<file path="src/rtl/multimode_phase_accum_pkg.sv">
// Shared definitions for the multimode phase accumulator: mode encodings,
// FSM state type and default parameter values.
package multimode_phase_accum_pkg;

    localparam int unsigned DEF_PHASE_W  = 32;
    localparam int unsigned DEF_ADDR_W   = 12;
    localparam int unsigned DEF_TIMP_W   = 10;
    localparam int unsigned DEF_TPER_W   = 13;
    localparam int unsigned DEF_NIMP_W   = 5;
    localparam int unsigned DEF_DEV_W    = 22;
    localparam int unsigned DEF_CODE_LEN = 13;
    localparam int unsigned DEF_CHIP_W   = 8;

    localparam logic [1:0] MODE_CW  = 2'b00;
    localparam logic [1:0] MODE_LFM = 2'b01;
    localparam logic [1:0] MODE_PSK = 2'b10;
    localparam logic [1:0] MODE_RSV = 2'b11;

    typedef enum logic [2:0] {
        ST_IDLE,
        ST_ARM,
        ST_PULSE,
        ST_GAP,
        ST_DONE
    } state_t;

endpackage

</file>
<file path="src/rtl/multimode_phase_accum_psk_chip_sequencer.sv">
// PSK chip sequencer: chip timer, code index and the chip bit that applies
// to the sample being launched this cycle.
module psk_chip_sequencer
    import multimode_phase_accum_pkg::*;
#(
    parameter int unsigned CODE_LEN = DEF_CODE_LEN,
    parameter int unsigned CHIP_W   = DEF_CHIP_W
) (
    input  logic                clk_i,
    input  logic                rst_i,
    input  logic                restart_i,
    input  logic                advance_i,
    input  logic [CODE_LEN-1:0] code_i,
    input  logic [CHIP_W-1:0]   chip_len_i,
    output logic                chip_bit_o
);

    localparam int unsigned IDX_W = (CODE_LEN > 1) ? $clog2(CODE_LEN) : 1;

    logic [IDX_W-1:0]  idx_q, idx_d;
    logic [CHIP_W-1:0] tmr_q, tmr_d;
    logic [CHIP_W-1:0] last_tick;

    // A chip length of 0 behaves like 1: every sample ends its chip.
    assign last_tick = (chip_len_i == '0) ? '0 : chip_len_i - CHIP_W'(1);

    // Next chip position for the sample being launched this cycle.
    always_comb begin
        idx_d = idx_q;
        tmr_d = tmr_q;
        if (restart_i) begin
            idx_d = '0;
            tmr_d = '0;
        end else if (advance_i) begin
            if (tmr_q >= last_tick) begin
                tmr_d = '0;
                idx_d = (idx_q == IDX_W'(CODE_LEN - 1)) ? '0 : idx_q + IDX_W'(1);
            end else begin
                tmr_d = tmr_q + CHIP_W'(1);
            end
        end
    end

    // Chip position of the sample currently on the output.
    always_ff @(posedge clk_i or posedge rst_i) begin
        if (rst_i) begin
            idx_q <= '0;
            tmr_q <= '0;
        end else begin
            idx_q <= idx_d;
            tmr_q <= tmr_d;
        end
    end

    assign chip_bit_o = code_i[idx_d];

endmodule

</file>
<file path="src/rtl/multimode_phase_accum.sv">
// Multimode (CW / LFM / BPSK) phase accumulator producing sine ROM addresses
// for bursts of pulses. PSK support is built only when MULTIMODE_PSK_EN is
// defined; otherwise PSK requests are rejected like the reserved mode.
module multimode_phase_accum
    import multimode_phase_accum_pkg::*;
#(
    parameter int unsigned PHASE_W  = DEF_PHASE_W,
    parameter int unsigned ADDR_W   = DEF_ADDR_W,
    parameter int unsigned TIMP_W   = DEF_TIMP_W,
    parameter int unsigned TPER_W   = DEF_TPER_W,
    parameter int unsigned NIMP_W   = DEF_NIMP_W,
    parameter int unsigned DEV_W    = DEF_DEV_W,
    parameter int unsigned CODE_LEN = DEF_CODE_LEN,
    parameter int unsigned CHIP_W   = DEF_CHIP_W
) (
    input  logic                CLK,
    input  logic                RESET,
    input  logic                SIGN_START_GEN,
    input  logic [1:0]          SIGNAL_TYPE,
    input  logic [PHASE_W-1:0]  F_CARRIER,
    input  logic [TIMP_W-1:0]   T_IMPULSE,
    input  logic [TPER_W-1:0]   T_PERIOD,
    input  logic [NIMP_W-1:0]   NUM_OF_IMP,
    input  logic [DEV_W-1:0]    DEVIATION,
    input  logic [CODE_LEN-1:0] PSK_CODE,
    input  logic [CHIP_W-1:0]   CHIP_LEN,
    input  logic                ABORT,
    input  logic                OUT_REG_READY,
    output logic [ADDR_W-1:0]   ROM_ADDRESS,
    output logic                ADDR_VALID,
    output logic                SIGN_START_CALC,
    output logic                SIGN_STOP_CALC,
    output logic                BUSY,
    output logic                PARAM_ERR
);

    localparam int unsigned CMP_W = (TPER_W > TIMP_W) ? TPER_W : TIMP_W;
    localparam logic [ADDR_W-1:0] ADDR_HALF = {1'b1, {(ADDR_W-1){1'b0}}};

    state_t state_q, state_d;

    logic start_s_q, start_p_q, start_rise;
    logic mode_ok, params_ok;

    logic [1:0]         mode_q;
    logic [PHASE_W-1:0] fcar_q;
    logic [TIMP_W-1:0]  timp_q;
    logic [NIMP_W-1:0]  nimp_q;
    logic [DEV_W-1:0]   dev_q;
    logic [CMP_W-1:0]   gap_len_q;
    logic               gap_en_q;
    logic [CMP_W-1:0]   tper_ext, timp_ext;
    logic [PHASE_W-1:0] dev_ext;

    logic [TIMP_W-1:0]  smp_q, smp_d;
    logic [CMP_W-1:0]   gap_q, gap_d;
    logic [NIMP_W-1:0]  imp_q, imp_d;
    logic [PHASE_W-1:0] phase_q, phase_d;
    logic [PHASE_W-1:0] freq_q, freq_d;

    logic [ADDR_W-1:0]  addr_q, addr_d;
    logic               valid_q, valid_d;
    logic               start_calc_q, start_calc_d;
    logic               stop_q, stop_d;
    logic               busy_q, busy_d;
    logic               perr_q, perr_d;

    logic latch, emit, restart;
    logic psk_flip;

    assign start_rise = start_s_q & ~start_p_q;
    assign tper_ext   = CMP_W'(T_PERIOD);
    assign timp_ext   = CMP_W'(T_IMPULSE);
    assign dev_ext    = PHASE_W'($signed(dev_q));

`ifdef MULTIMODE_PSK_EN
    logic [CODE_LEN-1:0] code_q;
    logic [CHIP_W-1:0]   chip_len_q;
    logic                chip_bit;

    assign mode_ok = (SIGNAL_TYPE != MODE_RSV);

    // PSK parameters captured when a burst is accepted.
    always_ff @(posedge CLK or posedge RESET) begin
        if (RESET) begin
            code_q     <= '0;
            chip_len_q <= '0;
        end else if (latch) begin
            code_q     <= PSK_CODE;
            chip_len_q <= CHIP_LEN;
        end
    end

    psk_chip_sequencer #(
        .CODE_LEN (CODE_LEN),
        .CHIP_W   (CHIP_W)
    ) u_chip_seq (
        .clk_i      (CLK),
        .rst_i      (RESET),
        .restart_i  (emit & restart),
        .advance_i  (emit & ~restart),
        .code_i     (code_q),
        .chip_len_i (chip_len_q),
        .chip_bit_o (chip_bit)
    );

    assign psk_flip = (mode_q == MODE_PSK) & chip_bit;
`else
    logic unused_psk;

    assign mode_ok    = (SIGNAL_TYPE == MODE_CW) || (SIGNAL_TYPE == MODE_LFM);
    assign psk_flip   = 1'b0;
    assign unused_psk = ^{PSK_CODE, CHIP_LEN};
`endif

    assign params_ok = mode_ok && (T_IMPULSE != '0) && (NUM_OF_IMP != '0);

    // Burst parameters captured when a start request is accepted.
    always_ff @(posedge CLK or posedge RESET) begin
        if (RESET) begin
            mode_q    <= MODE_CW;
            fcar_q    <= '0;
            timp_q    <= '0;
            nimp_q    <= '0;
            dev_q     <= '0;
            gap_len_q <= '0;
            gap_en_q  <= 1'b0;
        end else if (latch) begin
            mode_q    <= SIGNAL_TYPE;
            fcar_q    <= F_CARRIER;
            timp_q    <= T_IMPULSE;
            nimp_q    <= NUM_OF_IMP;
            dev_q     <= DEVIATION;
            gap_len_q <= tper_ext - timp_ext;
            gap_en_q  <= (tper_ext > timp_ext);
        end
    end

    // Sequencing: next state, pulse/gap counters and strobes. "emit" means a
    // sample is launched at this edge; "restart" makes it sample 0 of a pulse.
    always_comb begin
        state_d      = state_q;
        smp_d        = smp_q;
        gap_d        = gap_q;
        imp_d        = imp_q;
        busy_d       = busy_q;
        start_calc_d = 1'b0;
        stop_d       = 1'b0;
        perr_d       = 1'b0;
        latch        = 1'b0;
        emit         = 1'b0;
        restart      = 1'b0;
        unique case (state_q)
            ST_IDLE: begin
                if (start_rise) begin
                    if (params_ok) begin
                        latch   = 1'b1;
                        busy_d  = 1'b1;
                        state_d = ST_ARM;
                    end else begin
                        perr_d = 1'b1;
                    end
                end
            end
            ST_ARM: begin
                if (ABORT) begin
                    state_d = ST_DONE;
                end else if (OUT_REG_READY) begin
                    state_d      = ST_PULSE;
                    emit         = 1'b1;
                    restart      = 1'b1;
                    start_calc_d = 1'b1;
                    imp_d        = '0;
                end
            end
            ST_PULSE: begin
                if (ABORT) begin
                    state_d = ST_DONE;
                end else if (smp_q == timp_q - TIMP_W'(1)) begin
                    if (imp_q == nimp_q - NIMP_W'(1)) begin
                        state_d = ST_DONE;
                    end else if (gap_en_q) begin
                        state_d = ST_GAP;
                        gap_d   = '0;
                    end else begin
                        emit    = 1'b1;
                        restart = 1'b1;
                        imp_d   = imp_q + NIMP_W'(1);
                    end
                end else begin
                    emit = 1'b1;
                end
            end
            ST_GAP: begin
                if (ABORT) begin
                    state_d = ST_DONE;
                end else if (gap_q == gap_len_q - CMP_W'(1)) begin
                    state_d = ST_PULSE;
                    emit    = 1'b1;
                    restart = 1'b1;
                    imp_d   = imp_q + NIMP_W'(1);
                end else begin
                    gap_d = gap_q + CMP_W'(1);
                end
            end
            ST_DONE: begin
                state_d = ST_IDLE;
            end
            default: begin
                state_d = ST_IDLE;
            end
        endcase
        if (emit) begin
            smp_d = restart ? '0 : smp_q + TIMP_W'(1);
        end
        if ((state_d == ST_DONE) && (state_q != ST_DONE)) begin
            stop_d = 1'b1;
            busy_d = 1'b0;
        end
    end

    // Phase/frequency recurrence and address for the sample being launched.
    // Kept apart from the sequencing block because the chip bit depends on it.
    always_comb begin
        phase_d = phase_q;
        freq_d  = freq_q;
        addr_d  = '0;
        valid_d = 1'b0;
        if (emit) begin
            if (restart) begin
                phase_d = '0;
                freq_d  = fcar_q;
            end else begin
                phase_d = phase_q + freq_q;
                if (mode_q == MODE_LFM) begin
                    freq_d = freq_q + dev_ext;
                end
            end
            valid_d = 1'b1;
            addr_d  = phase_d[PHASE_W-1 -: ADDR_W] ^ (psk_flip ? ADDR_HALF : '0);
        end
    end

    // State, counters, accumulators and registered outputs.
    always_ff @(posedge CLK or posedge RESET) begin
        if (RESET) begin
            state_q      <= ST_IDLE;
            start_s_q    <= 1'b0;
            start_p_q    <= 1'b0;
            smp_q        <= '0;
            gap_q        <= '0;
            imp_q        <= '0;
            phase_q      <= '0;
            freq_q       <= '0;
            addr_q       <= '0;
            valid_q      <= 1'b0;
            start_calc_q <= 1'b0;
            stop_q       <= 1'b0;
            busy_q       <= 1'b0;
            perr_q       <= 1'b0;
        end else begin
            state_q      <= state_d;
            start_s_q    <= SIGN_START_GEN;
            start_p_q    <= start_s_q;
            smp_q        <= smp_d;
            gap_q        <= gap_d;
            imp_q        <= imp_d;
            phase_q      <= phase_d;
            freq_q       <= freq_d;
            addr_q       <= addr_d;
            valid_q      <= valid_d;
            start_calc_q <= start_calc_d;
            stop_q       <= stop_d;
            busy_q       <= busy_d;
            perr_q       <= perr_d;
        end
    end

    assign ROM_ADDRESS     = addr_q;
    assign ADDR_VALID      = valid_q;
    assign SIGN_START_CALC = start_calc_q;
    assign SIGN_STOP_CALC  = stop_q;
    assign BUSY            = busy_q;
    assign PARAM_ERR       = perr_q;

endmodule

</file>
<file path="config.mk">
export PLATFORM = sky130hd
export DESIGN_NAME = multimode_phase_accum
export DESIGN_NICKNAME = d
export VERILOG_FILES = /design/src/rtl/multimode_phase_accum_pkg.sv /design/src/rtl/multimode_phase_accum_psk_chip_sequencer.sv /design/src/rtl/multimode_phase_accum.sv
export SDC_FILE = /design/constraint.sdc
export NUM_CORES = 1
export LEC_CHECK = 0
export BUFFER_PORTS_ARGS = -buffer_cell sky130_fd_sc_hd__buf_2
export CAP_MARGIN = 30
export CORE_ASPECT_RATIO = 0.6
export CORE_MARGIN = 3
export CORE_UTILIZATION = 60
export DETAILED_ROUTE_END_ITERATION = 8
export PLACE_DENSITY_LB_ADDON = 0.15
export SLEW_MARGIN = 20
export SYNTH_ARGS = -nofsm -noshare
export SYNTH_HDL_FRONTEND = slang
export SYNTH_HIERARCHICAL = 1
export SYNTH_SLANG_ARGS = --single-unit
</file>
<file path="constraint.sdc">
create_clock -name CLK -period 10.5 [get_ports CLK]
set_clock_uncertainty 0.15 [all_clocks]
set_input_delay 2.1 -clock CLK [delete_from_list [all_inputs] [get_ports CLK]]
set_output_delay 2.1 -clock CLK [all_outputs]
set_load 0.03 [all_outputs]
</file>
# == After elaboration in Yosys (flattened, before gate mapping) ==
# Index checks and enable logic that the tools add are counted.
# totals
reg_bits,199
in_bits,110
elab_cells,128
output_inout_bits,17
# classes
muxes,57
n_lt_le_gt_ge,1
n_reduce_logical,18
bitwise,2
eq_ne,20
add_sub_neg,9
# op_table
operator,n
32-bit 2-to-1 mux,3
13-bit 2-to-1 mux,6
32-bit adder,2
5-bit 2-to-1 mux,8
3-bit 2-to-1 mux,10
13-bit case mux with 2 select lines,1
1-bit 2-to-1 mux,23
2-bit inequality test (second input constant),10
5-bit case mux with 3 select lines,1
13-bit by 1-bit adder with 13-bit output (second input constant),1
13-bit equality test,1
13-bit by 10-bit > comparator with 1-bit output,1
13-bit by 1-bit subtractor with 13-bit output (second input constant),1
13-bit by 10-bit subtractor with 13-bit output,1
12-bit 2-to-1 mux,1
3-bit case mux with 4 select lines,1
10-bit by 1-bit adder with 10-bit output (second input constant),1
10-bit equality test,1
10-bit 2-to-1 mux,1
10-bit nonzero test,1
2-bit nonzero test,5
10-bit by 1-bit subtractor with 10-bit output (second input constant),1
9-bit AND reduction,1
7-bit AND reduction,1
19 further kinds,24

# == Longest topological paths before layout ==
# Gate-level depths: netlist of run 1.
# logic_depth
ltp_word,11
depth_mapped,14

# == Least setup slack after synthesis of run 1 ==
# OpenSTA, ideal clock, no wires.
# synth_path
kind,input to register
from,input T_IMPULSE[2]
to,register gap_len_q[10]
setup_ps,128
arrival_ps,3947
t_required_ps,10222
cell_stages,12
setup_slack_ps,6275
cell_sequence,inv_1 -> ha_1 -> nor2b_1 -> o21ai_0 -> nand2b_1 -> a21o_1 -> a21o_1 -> a21o_1 -> a21o_1 -> a21oi_1 -> mux2i_1 -> nand3_1
# synth_between
elab_chain_len,6
# synth_lines
item,line_no,text
from (decl),multimode_phase_accum.sv:21,"input logic [TIMP_W-1:0] T_IMPULSE,"
"parallel branches: the longest is 6 deep, another holds 13-bit by 10-bit subtractor with 13-bit output",n/a,
to (signal assigned),multimode_phase_accum.sv:134,gap_len_q <= tper_ext - timp_ext;
to (decl),multimode_phase_accum.sv:50,logic [CMP_W-1:0] gap_len_q;
# Several ways; the timed one is not identified.
# A chain may end at the register's enable or synchronous reset.

# == Worst setup path in the final report of run 1 ==
# layout_path
from,input ABORT
to,register freq_q[7]
# layout_between
elab_chain_len,4
# layout_lines
item,line_no,text
from (decl),multimode_phase_accum.sv:27,"input logic ABORT,"
"1-bit 2-to-1 mux, on equally long branches","multimode_phase_accum.sv:195, multimode_phase_accum.sv:166, multimode_phase_accum.sv:177",
1-bit case mux with 3 select lines,multimode_phase_accum.sv:153,unique case (state_q)
2-bit nonzero test (no source line),n/a,
2-bit AND reduction (no source line),n/a,
to (signal assigned),multimode_phase_accum.sv:269,freq_q <= freq_d;
to (decl),multimode_phase_accum.sv:59,"logic [PHASE_W-1:0] freq_q, freq_d;"
# Several ways; a longest one is shown, not always the timed one.

==> results of run 1 <==
## layer usage
metal / share of wire, % / wire length [um] / vias to the layer above / GRT usage, %
met2: 39 / 11600 / 384 / 36.9
met4: 0.86 / 256 / 0 / 5.52
met3: 8.2 / 2440 / 22 / 5.77
met5: 0 / 0 / - / 0
li1: - / - / 5051 / -
met1: 52 / 15600 / 4923 / 45.1
## worst min-delay path by stage
stage,startpoint,to,slack (ps)
global route,start_s_q,start_p_q,270
floorplan,start_s_q,start_p_q,220
detailed placement,start_s_q,start_p_q,240
CTS,start_s_q,start_p_q,260
finish,start_s_q,start_p_q,250
global placement,start_s_q,start_p_q,240
## placed cells by master, fill, tap and decap left out, types with 6 or more instances in the layout
master     Yosys  layout
nand2b_1      21      21
a21o_1        40      40
o21bai_1       7       7
a31oi_1       10      10
ha_1          78      78
nor4_1         8       8
a21oi_1       91      91
inv_1         46      45
nor2b_1       13      13
nand3_1       24      24
xnor2_1       55      55
buf_2         10     105
mux2i_1       26      26
nand2_1      261     261
o21ai_0       97      97
a22o_1         7       7
o31ai_1        7       7
o21a_1         8       8
nor2_1        97      96
clkbuf_16      0      17
dfrtp_1      199     199
or3_1         13      13
and2_1        14      14
a21boi_0       6       6
xor2_1        48      48
o211ai_1      12      12
nand4_1       13      13
nor3_1        32      32
and3_1        11      11
buf_4          5       8
a211oi_1       8       8
## final cells by class
class                           count  area, um^2
Fill cell                        1534        5910
Clock buffer                       23         478
Inverter                           47         189
Timing Repair Buffer              116         656
Clock inverter                      8        97.6
Multi-Input combinational cell   1091        6920
Tap cell                          266         333
Sequential cell                   199        4980
## sequential cells by signal (all words and copies together), names as in the netlist, 2 cells and up
register     cells
ROM_ADDRESS     12
dev_q           22
fcar_q          32
freq_q          32
gap_len_q       13
gap_q           13
imp_q            5
mode_q           2
nimp_q           5
phase_q         32
smp_q           10
state_q          3
timp_q          10
## through the flow
step | utilization, % | power (mW) | hold WS [ps] | std cells
3_3_place_gp | 66.5 | 2.85 | 240 | 1716
2_1_floorplan | - | 2.53 | 223 | 1386
6_report | 69.8 | 3.62 | 254 | 1750
4_1_cts | 69.5 | 3.59 | 257 | 1748
5_1_grt | 69.8 | 3.90 | 267 | 1750
3_5_place_dp | 66.6 | 2.92 | 239 | 1717
## kinds of logic (layout without fill, tap and decap cells)
kind of cell	after synthesis	count (layout)	synth area share, %
AO/OA/AOI/OAI	343	343	18.0
XOR/XNOR	103	103	7.32
adder cells (fa/ha/maj)	81	81	8.41
buffers and inverters	96	194	3.47
flip-flops	199	199	40.4
multiplexers	29	29	2.39
AND/OR/NAND/NOR	535	535	20.0
## power by group through the flow
stage	logic (mW)	registers (mW)	clock network (mW)
finish	1.78	1.19	0.653
global route	1.99	1.22	0.696
CTS	1.75	1.18	0.662
detailed placement	1.72	1.19	0
global placement	1.66	1.19	0
floorplan	1.41	1.12	0
==> flow_metrics.tcl, run 1 <==
set metrics [dict create \
    initial_utilization_pct 63.0 \
    slowest_delay_ps 590 \
    async_reset_ff_share_pct 100 \
    powerDensity_mw_per_mm2 265 \
    dp_slack_ps 5350 \
    startpoint "ABORT" \
    vias 10380 \
    critical_path.startpoint_type "input pin" \
    cts_max_level 4 \
    syn_inst 1386 \
    io_pins 127 \
    period_minus_slack_ps 4790 \
    syn_nets 1577 \
    fin_area_mm2 0.0137 \
    cts_hold_buf 0 \
    routed_via_density 5.93 \
    drtAntennaViolNets 0 \
    ys_types 80 \
    nets 1663 \
    pwr-share-clk_pct 18.0 \
    grt_max_degree 130 \
    dieArea_mm2 0.0223 \
    synthTopCellsByArea "dfrtp_1, nand2_1, ha_1" \
    rsz0062_at_grt "no" \
    worst_pin_slew_ps 865 \
    port_buffers 105 \
    max_freq_ghz 0.209 \
    cts_tree "done" \
    clk_path_buf_depth 2 \
    rr_worst_depth 12 \
    placed_area_mm2 0.0130 \
    power_frac_seq_pct 32.8 \
    wire_per_inst_um 17.1 \
    n_antenna_cell 0 \
    required_ps 10680 \
    dieWidth_um 191 \
    post-route-worst-setup-slack_ps 5710 \
    setup_viol 0 \
    worstReg2RegEnd "freq_q[7]" \
    total_leakage_power_nw 6.95 \
    grt_first_pass_wirelength_um 48700 \
    regToRegSetupSlack_ps 5920 \
    clock-root-buffer "clkbuf_16" \
    slew_headroom_pct 42.3 \
    synth_top_area_share_pct 40.4 \
    hold_class "reg2reg" \
    core_mm2 0.0196 \
    drt_pass1_iterations 5 \
    ys_top_cells_by_count "nand2_1, dfrtp_1, nor2_1, o21ai_0, a21oi_1" \
    crit_path_cell_trace "buf_2 > nor3_1 > nand2_1 > o221a_2 > buf_4 > a21oi_4 > buf_4 > mux2_2" \
    yosysMostFrequentCell "nand2_1" \
    die_h_um 117 \
    status "finished, final reports clean" \
    ys_seq_elements 199 \
    pwr-share-comb_pct 49.1 \
    antenna_found_initial 0 \
    track_usage_pct 27.5 \
    ctsResizeCount 0 \
    post-route-period-util_pct 45.6 \
    final_hold_viol_count 0 \
    critPathTopFamily "buffers and inverters" \
    numCtsBuffers 17 \
    yosysWarnings 6 \
    yosysSeqAreaShare_pct 40.4 \
    drc 0 \
    swShare_pct 41.4 \
    first_global_vias 9461 \
    first_iter_violations 844 \
    p_int_mw 2.12 \
    clkSlewWorstSetupHoldPaths_ps 70 \
    synth_area_per_cell_um2 8.89 \
    r2r_start "timp_q[0]" \
    yosys.area.top_type "dfrtp_1" \
    worstPathMaxFanout 60 \
    rows 39 \
    endpoint_kind "flop" \
    area_growth_syn_to_layout_pct 10.8 \
    arrival_ps 4970 \
    crit_type "in2reg" \
    cts_setup_buffers 0 \
    dominantRegCellSynth "dfrtp_1" \
    clock_latency_ps 450 \
    gp_congestion 0.908 \
    clock-sinks 199 \
    holdPathStages 0 \
    setup-tns-final_ps 0 \
    crit_end "freq_q[7]" \
    totalWireLength_um 29900 \
    p_switching_mw 1.50 \
    synth_edf_count 0 \
    cap_viol_max_count 0 \
    cp.depth 8 \
    critical_path_buf_inv_count 3 \
    crit_slowest_cell "a21oi_4" \
    hpwl_um 21500 \
    synthesis.area_mm2 0.0123 \
    drive_gt1_share_pct 11.5 \
    cp_common_cell "buf_4" \
    vdd_ir_drop_max_mv 0.163 \
    drv_slew 0 \
    globalRouteOverflowTotal 0 \
]
Power figures use the tool's default switching activity.
==> inputs of run 2 (changes only) <==
Clock period 10.5 ns to 4.45 ns, I/O delays scaled along.
==> flow_metrics.tcl, run 2 (synthesis results as in run 1) <==
set metrics [dict create \
    status "finished, final reports clean" \
    total_leakage_power_nw 6.96 \
    power_mw 8.60 \
    cts_setup_buffers 0 \
    final_hold_viol_count 0 \
    die_h_um 117 \
    nets 1666 \
    p_int_mw 4.99 \
    first_global_vias 9563 \
    post-route-worst-setup-slack_ps 749 \
    rsz0062_at_grt "no" \
    drive_gt1_share_pct 11.9 \
    totalWireLength_um 30300 \
    setup_viol 0 \
    p_switching_mw 3.61 \
    dieWidth_um 191 \
    gp_congestion 0.917 \
    crit_type "reg2reg" \
    clock-sinks 199 \
    placed_area_mm2 0.0131 \
    area_growth_syn_to_layout_pct 11.0 \
    place_inst 1721 \
    fin_util_pct 69.9 \
    rows 39 \
    globalRouteOverflowTotal 0 \
    worstPathMaxFanout 60 \
    finalNonFillerCells 1754 \
    initial_utilization_pct 63.0 \
    cts_tree "done" \
    wire_per_inst_um 17.3 \
    pwr-share-comb_pct 49.0 \
    power_frac_seq_pct 32.7 \
    arrival_ps 3900 \
    cap_viol_max_count 0 \
    routed_via_density 5.95 \
    n_antenna_cell 0 \
    drtAntennaViolNets 0 \
    grt_max_degree 83 \
    clkSlewWorstSetupHoldPaths_ps 70 \
    pwr-share-clk_pct 18.3 \
    vias 10429 \
    swShare_pct 42.0 \
    dieArea_mm2 0.0223 \
    grt_first_pass_wirelength_um 50000 \
    antenna_found_initial 0 \
    final_common_cell "nand2_1" \
    worst_pin_slew_ps 715 \
    cts_max_level 4 \
    post-route-period-util_pct 83.2 \
    drt_pass1_iterations 5 \
    first_iter_violations 856 \
    drv_slew 0 \
    fillers 1513 \
    vdd_ir_drop_max_mv 0.404 \
    period_minus_slack_ps 3700 \
    numCtsBuffers 17 \
    ctsResizeCount 0 \
    core_mm2 0.0196 \
    slew_headroom_pct 52.3 \
    dp_slack_ps 792 \
    clock_latency_ps 460 \
    drc 0 \
    hpwl_um 22700 \
    setup-tns-final_ps 0 \
    holdWs_ps 206 \
    regToRegSetupSlack_ps 750 \
    cts_hold_buf 0 \
    port_buffers 105 \
    io_pins 127 \
    clk_path_buf_depth 2 \
    critical_path.startpoint_type "flop" \
    hold_class "in2async" \
    required_ps 4650 \
    clock-root-buffer "clkbuf_16" \
    layout_common_cells "nand2_1, dfrtp_1, buf_2" \
    fin_area_mm2 0.0137 \
    endpoint_kind "flop" \
    ff_latch_area_mm2 0.00498 \
    track_usage_pct 28.2 \
    powerDensity_mw_per_mm2 629 \
    largestRegisters "fcar_q: 32 flops, freq_q: 32 flops, phase_q: 32 flops" \
    multi_input_area_mm2 0.00692 \
    max_freq_ghz 0.270 \
]
run 2: power by group through the flow:
stage	Combinational (mW)	Clock (mW)	Sequential, mW
2_1_floorplan	3.32	0	2.65
3_3_place_gp	3.93	0	2.81
3_5_place_dp	4.11	0	2.82
4_1_cts	4.15	1.59	2.80
5_1_grt	4.75	1.67	2.87
6_report	4.22	1.57	2.81
run 2: final timing paths:
| kind | from | endpoint | depth (start not counted) |
|---|---|---|---|
| min reg2reg | start_s_q | start_p_q | 0 |
| max reg2reg | timp_q[2] | freq_q[30] | 10 |
| max | timp_q[2] | freq_q[30] | 10 |
| min | RESET | fcar_q[19] | 2 |
| max in group asynchronous | RESET | gap_len_q[12] | 4 |
| min in group CLK | start_s_q | start_p_q | 0 |
run 2: layout make-up:
type | count | area share, %
tap | 266 | 2.43
timing repair buffer | 119 | 4.89
inverter | 47 | 1.35
sequential | 199 | 36.4
multi-input combinational | 1091 | 50.6
clock buffer | 19 | 3.24
clock inverter | 13 | 1.03
run 2: worst max-delay path: stages (launching register included):
cell and delay, ps:
dfrtp_1 500, nor3_4 330, and4_1 250, o2111ai_1 120, a2111o_1 460, or3_4 400, o221a_2 320, a21oi_4 130
buf_4 520, o22ai_1 190, a31o_1 220
run 2: per-layer routing:
| metal | vias up | part of all wire, % | GRT usage, % |
|---|---|---|---|
| li1 | 5041 | - | - |
| met1 | 5016 | 52 | 46.8 |
| met2 | 351 | 39 | 37.5 |
| met3 | 21 | 7.5 | 5.68 |
| met4 | 0 | 0.85 | 5.62 |
| met5 | - | 0 | 0 |
